[config.mk]
export PLATFORM = sky130hd
export DESIGN_NAME = encrypted_fifo_ctrl
export DESIGN_NICKNAME = d
export VERILOG_FILES = /design/src/rtl/encrypted_ctrl_pkg.sv /design/src/rtl/cipher_serializer.sv /design/src/rtl/encrypted_fifo_ctrl.sv
export SDC_FILE = /design/constraint.sdc
export NUM_CORES = 1
export LEC_CHECK = 0
export ABC_AREA = 1
export BUFFER_PORTS_ARGS = -buffer_cell sky130_fd_sc_hd__buf_2
export CORE_ASPECT_RATIO = 2
export CORE_MARGIN = 2
export CORE_UTILIZATION = 55
export CTS_BUF_LIST = sky130_fd_sc_hd__clkbuf_4 sky130_fd_sc_hd__clkbuf_8
export DETAILED_ROUTE_END_ITERATION = 8
export GPL_TIMING_DRIVEN = 0
export HOLD_SLACK_MARGIN = 0.1
export PLACE_DENSITY = 0.81
export REMOVE_ABC_BUFFERS = 1
export SETUP_SLACK_MARGIN = 0.1
export SLEW_MARGIN = 20
export SYNTH_ARGS = -nofsm -noshare
export SYNTH_HDL_FRONTEND = slang
export SYNTH_HIERARCHICAL = 1
export SYNTH_SLANG_ARGS = --single-unit
[constraint.sdc]
create_clock -name clk -period 3 [get_ports clk]
set_input_delay 0.45 -clock clk [delete_from_list [all_inputs] [get_ports clk]]
set_output_delay 0.45 -clock clk [all_outputs]
set_load 0.03 [all_outputs]
[src/rtl/encrypted_ctrl_pkg.sv]
// Shared constants and FSM state types for the encrypted-data FIFO controller.
package encrypted_ctrl_pkg;

  localparam int DATA_W      = 8;
  localparam int BLOCK_BYTES = 16;
  localparam int CNT_W       = 5;
  localparam int BLOCK_W     = DATA_W * BLOCK_BYTES;

  localparam logic [CNT_W-1:0] LAST_IDX = CNT_W'(BLOCK_BYTES - 1);

  typedef enum logic [1:0] {W_IDLE, W_LOAD, W_WRITE} wstate_t;
  typedef enum logic [1:0] {R_IDLE, R_REQ, R_SEND} rstate_t;

endpackage

[src/rtl/cipher_serializer.sv]
// Holds one cipher block and presents it MSB byte first, advancing only on
// writes that the FIFO actually accepts.
module cipher_serializer
  import encrypted_ctrl_pkg::*;
(
  input  logic               clk,
  input  logic               n_rst,
  input  logic               load,
  input  logic [BLOCK_W-1:0] block_in,
  input  logic               clear,
  input  logic               active,
  input  logic               stall,
  output logic               w_enable,
  output logic [DATA_W-1:0]  byte_out,
  output logic               last_write
);

  logic [BLOCK_W-1:0] block_q, block_d;
  logic [CNT_W-1:0]   wcnt_q, wcnt_d;

  always_comb begin
    block_d    = load ? block_in : block_q;
    w_enable   = active & ~stall;
    last_write = w_enable & (wcnt_q == LAST_IDX);
    wcnt_d     = wcnt_q;
    if (clear) begin
      wcnt_d = '0;
    end else if (w_enable) begin
      wcnt_d = wcnt_q + CNT_W'(1);
    end
  end

  // Byte 0 is the top byte of the block.
  always_comb begin
    byte_out = '0;
    for (int i = 0; i < BLOCK_BYTES; i++) begin
      if (wcnt_q == CNT_W'(i)) begin
        byte_out = block_q[BLOCK_W-1-i*DATA_W -: DATA_W];
      end
    end
  end

  always_ff @(posedge clk or negedge n_rst) begin
    if (!n_rst) begin
      block_q <= '0;
      wcnt_q  <= '0;
    end else begin
      block_q <= block_d;
      wcnt_q  <= wcnt_d;
    end
  end

endmodule

[src/rtl/encrypted_fifo_ctrl.sv]
// Writer serializes AES blocks into the byte FIFO; reader drains whole blocks
// to the USB transmitter once a complete block is resident.
module encrypted_fifo_ctrl
  import encrypted_ctrl_pkg::*;
(
  input  logic               clk,
  input  logic               n_rst,
  input  logic               aes_valid,
  input  logic [BLOCK_W-1:0] cipher_block,
  output logic               aes_ack,
  output logic               fifo_w_enable,
  output logic [DATA_W-1:0]  fifo_w_data,
  input  logic               fifo_full,
  input  logic               fifo_empty,
  output logic               fifo_r_enable,
  input  logic [DATA_W-1:0]  fifo_r_data,
  output logic               tx_req,
  input  logic               tx_grant,
  input  logic               tx_byte_ready,
  output logic [DATA_W-1:0]  tx_data,
  output logic               tx_eop,
  output logic               busy
);

  wstate_t          wstate_q, wstate_d;
  rstate_t          rstate_q, rstate_d;
  logic [CNT_W-1:0] rcnt_q, rcnt_d;
  logic [1:0]       blocks_ready_q, blocks_ready_d;

  logic ser_load, ser_clear, ser_active, ser_last;
  logic writer_done, grant_take;

  assign ser_active = (wstate_q == W_WRITE);
  assign ser_clear  = (wstate_q == W_LOAD);

  cipher_serializer u_serializer (
    .clk        (clk),
    .n_rst      (n_rst),
    .load       (ser_load),
    .block_in   (cipher_block),
    .clear      (ser_clear),
    .active     (ser_active),
    .stall      (fifo_full),
    .w_enable   (fifo_w_enable),
    .byte_out   (fifo_w_data),
    .last_write (ser_last)
  );

  always_comb begin
    wstate_d    = wstate_q;
    aes_ack     = 1'b0;
    ser_load    = 1'b0;
    writer_done = 1'b0;
    case (wstate_q)
      W_IDLE: begin
        if (aes_valid) begin
          aes_ack  = 1'b1;
          ser_load = 1'b1;
          wstate_d = W_LOAD;
        end
      end
      W_LOAD:  wstate_d = W_WRITE;
      W_WRITE: begin
        if (ser_last) begin
          writer_done = 1'b1;
          wstate_d    = W_IDLE;
        end
      end
      default: wstate_d = W_IDLE;
    endcase
  end

  // Pops are gated by empty so a misbehaving transmitter cannot advance rcnt.
  always_comb begin
    rstate_d      = rstate_q;
    rcnt_d        = rcnt_q;
    tx_req        = 1'b0;
    tx_data       = '0;
    tx_eop        = 1'b0;
    fifo_r_enable = 1'b0;
    grant_take    = 1'b0;
    case (rstate_q)
      R_IDLE: begin
        if (blocks_ready_q != 2'd0) rstate_d = R_REQ;
      end
      R_REQ: begin
        tx_req = 1'b1;
        if (tx_grant) begin
          grant_take = 1'b1;
          rcnt_d     = '0;
          rstate_d   = R_SEND;
        end
      end
      R_SEND: begin
        tx_data       = fifo_r_data;
        tx_eop        = (rcnt_q == LAST_IDX);
        fifo_r_enable = tx_byte_ready & ~fifo_empty;
        if (fifo_r_enable) begin
          rcnt_d = rcnt_q + CNT_W'(1);
          if (tx_eop) rstate_d = R_IDLE;
        end
      end
      default: rstate_d = R_IDLE;
    endcase
  end

  always_comb begin
    blocks_ready_d = blocks_ready_q;
    case ({writer_done, grant_take})
      2'b10:   blocks_ready_d = blocks_ready_q + 2'd1;
      2'b01:   blocks_ready_d = blocks_ready_q - 2'd1;
      default: blocks_ready_d = blocks_ready_q;
    endcase
  end

  assign busy = (wstate_q != W_IDLE) | (rstate_q != R_IDLE) | (blocks_ready_q != 2'd0);

  always_ff @(posedge clk or negedge n_rst) begin
    if (!n_rst) begin
      wstate_q       <= W_IDLE;
      rstate_q       <= R_IDLE;
      rcnt_q         <= '0;
      blocks_ready_q <= '0;
    end else begin
      wstate_q       <= wstate_d;
      rstate_q       <= rstate_d;
      rcnt_q         <= rcnt_d;
      blocks_ready_q <= blocks_ready_d;
    end
  end

endmodule

==> summary.md <==
| Metric | Value |
|---|---|
| Pre-CTS setup slack | -114 ps |
| Fin. max-slew vios | 0 |
| Yosys reg bits | 144 |
| TritonCTS clock tree | built |
| Clk root buf | clkbuf_8 |
| Post-synthesis sequential area ratio | 0.492 |
| Post-DP HPWL | 13000 um |
| Cell Count, Final, Fillers Out | 1208 |
| Via/cell ratio | 5.12 |
| Initial DRC Count | 359 |
| Max-cap violations | 0 |
| GRT Total Usage | 0.251 |
| Synth-to-Final Area Change | 25.3% |
| Maximum vdd drop | 1.00 mV |
| Period utilisation layout | 1.09 |
| Overall power | 9.30 mW |
| Status | complete, but fails checks |
| Yosys top cell area share | 0.492 |
| Clock skew | 9.79 ps |
| Placed insts | 1158 |
| RSZ-0062 raised after global routing | true |
| Synth cell types | 29 |
| Setup slack after layout | -274 ps |
| Failing checks | negative setup slack |
| Switching Fraction | 0.397 |
| Placeable Area | 13000 um^2 |
| Fmax | 305 MHz |
| Fin crit period | 3270 ps |
| IO Pins | 165 |
| GRT overflow | 0 |
| Final ANT Viol Nets | 0 |
| Wirelength per Cell | 14.7 um |
| Mapped cell area | 7320 um^2 |
| Worst Tran Pin Value | 539 ps |
| Chip height | 167 um |
| Initial antenna violation count | 0 |
| Final setup viols | 8 |
| Fraction of final layout cells sized beyond drive strength 1 | 0.356 |
| Port Buf Inserts | 164 |
| Top_reg_cell synth | dfrtp_1 |
| NumNets Final | 1194 |
| Area contributors post-synth | dfrtp_1, mux2_2, nand2_1, inv_1, o21ai_0 |
| Final WL | 17700 um |
| Fin. Hold Viols | 0 |
| Critical path capture point type | primary output |
| Die area | 14300 um^2 |
| Mapped Cells | 857 |
| Arr. time, crit path | 2820 ps |
| Drt drc | 0 |
| Critical Path RT | 2550 ps |
| Most frequent cells in the layout | nand2_1, buf_2, dfrtp_1 |
| Num CTS Buffers | 17 |
| Die X | 85.6 um |
| Most common cell after layout, fill and taps aside | nand2_1 |
| Async set-reset flop share out of synthesis | 1.00 |
| CTS max path bufs | 2 |
| Clock latency on the worst-skew pair | 430 ps |
| Post-Syn Area per Cell | 8.54 um^2 |
| Number of global-route vias before repair | 6330 |
| Net Sw Power | 3.70 mW |
| Power share of the clock group | 0.175 |
| Largest net degree at the start of global routing | 85 |
| Power Internal | 5.61 mW |
| DR pass1 iterations | 8 |
| Critical path class | flop to primary output |
| Max transition margin | 0.641 |
| Worst min-delay path class | input pin to flop |
| GPL Wtd Cong | 0.871 |
| CTS Sinks | 144 |
| First-pass GRT wire length | 28600 um |
| Leakage power | 4.52 nW |
| Row Count | 59 |
| Diode count | 0 |
| Ys Warns | 6 |
| Vias | 6187 |
| Clock-pin slew on the worst setup and hold paths | 90 ps |
| Crit-path max FO | 7 |
| Htree depth | 4 |
| Combinational fraction of design power | 0.465 |
| Starting Density | 0.563 |
| PD cells | 1010 nW/um^2 |
| Seq pwr share | 0.360 |
| CP startpoint kind | flop |
| Number of enable flip-flop cells after synthesis | 0 |
| Largest area contributor in the netlist | dfrtp_1 |
[cell usage after synthesis, types with 2 or more instances]
cell,number
nand2_1,225
dfrtp_1,144
inv_1,141
o21ai_0,104
mux2_2,83
nand3_1,39
nor2_1,34
clkbuf_1,20
ha_1,8
inv_2,7
o21ai_1,7
buf_2,5
nor2_2,5
buf_6,4
nand2_2,4
nor2_4,4
a21oi_1,3
nand4_1,3
nor3b_1,3
a211oi_1,2
buf_4,2
o211ai_1,2
xnor2_1,2
[power groups by stage]
stage,registers [mW],logic (mW),clock network (mW)
2_1_floorplan,3.10,2.58,0
3_3_place_gp,2.96,3.12,0
3_5_place_dp,3.36,3.71,0
4_1_cts,3.34,4.12,1.67
5_1_grt,3.46,4.77,1.74
6_report,3.35,4.33,1.63
[critical path, cell delays in order (launching register included)]
cell and delay (ps):
dfrtp_2 470, nor2_4 320, nand2_2 120, nor2_4 170, nand2_1 100, nand3_2 70, o211ai_1 140, nand3_1 160
nand2_1 60, nand2_1 60, nand2_1 60, nand3_1 60, nand2_1 70, nand2_2 70, nand2_1 50, nand2_1 50
nand2_1 50, nand2_1 90, nand2_1 50, nand2_1 70, buf_6 130
[layout make-up]
type	instances	area (um^2)
fill	1003	3820
sequential	144	3610
multi-input combinational	535	3220
timing repair buffer	196	1160
inverter	148	564
clock buffer	20	269
tap	152	190
clock inverter	12	156
timing repair inverter	1	7.51
[routing by layer]
| layer | vias up | wire (um) | track usage |
|---|---|---|---|
| met5 | - | 0 | 0 |
| met4 | 0 | 761 | 0.138 |
| met3 | 47 | 796 | 0.0444 |
| met2 | 190 | 9710 | 0.457 |
| met1 | 2885 | 6460 | 0.266 |
| li1 | 3065 | - | - |
[cells by family after synthesis]
logic type,after synthesis,synth area share
compound gates,120,0.0839
xor+xnor,2,0.00239
fa+ha+maj,8,0.0137
buf+inv,179,0.0978
flops,144,0.492
mux,83,0.128
simple gates,321,0.182
[flip-flops by register name (all words and copies together), names as in the netlist]
signal,count
rstate_q,2
u_serializer/block_q,128
u_serializer/wcnt_q,5
wstate_q,2
blocks_ready_q,2
rcnt_q,5
[through the flow]
stage	util	setup TNS [ps]	hold WS [ps]	instance area, um^2
floorplan	-	-1218400	154	7160
detailed placement	0.642	-486	413	8340
global route	0.706	-3490	215	9180
global placement	0.629	-1793460	473	8170
finish	0.706	-1770	221	9180
CTS	0.695	-2210	191	9030
[timing repair]
| action | 4_1_cts | 5_1_grt |
|---|---|---|
| setup buffers | 13 | 2 |
| hold buffers | 1 | 0 |
| setup endpoints to repair | 8 | 14 |
| hold endpoints to repair | 60 | 0 |
| pin swaps | 23 | 23 |
| resized for setup | 52 | 31 |
| cloned | 2 | 0 |
[worst paths after layout]
kind                            slack [ps]              startpoint                  endpoint  depth (start not counted)
worst max-delay path                  -270  u_serializer/wcnt_q[2]            fifo_w_data[0]                         20
worst min-delay path                   220        cipher_block[41]  u_serializer/block_q[41]                          3
min in group asynchronous              530                   n_rst                 rcnt_q[4]                          2
max in group asynchronous             1690                   n_rst  u_serializer/block_q[54]                          3
worst min register to register         490       blocks_ready_q[1]         blocks_ready_q[1]                          1
worst max register to register         450             wstate_q[0]  u_serializer/block_q[66]                          7
Power figures use the tool's default switching activity.
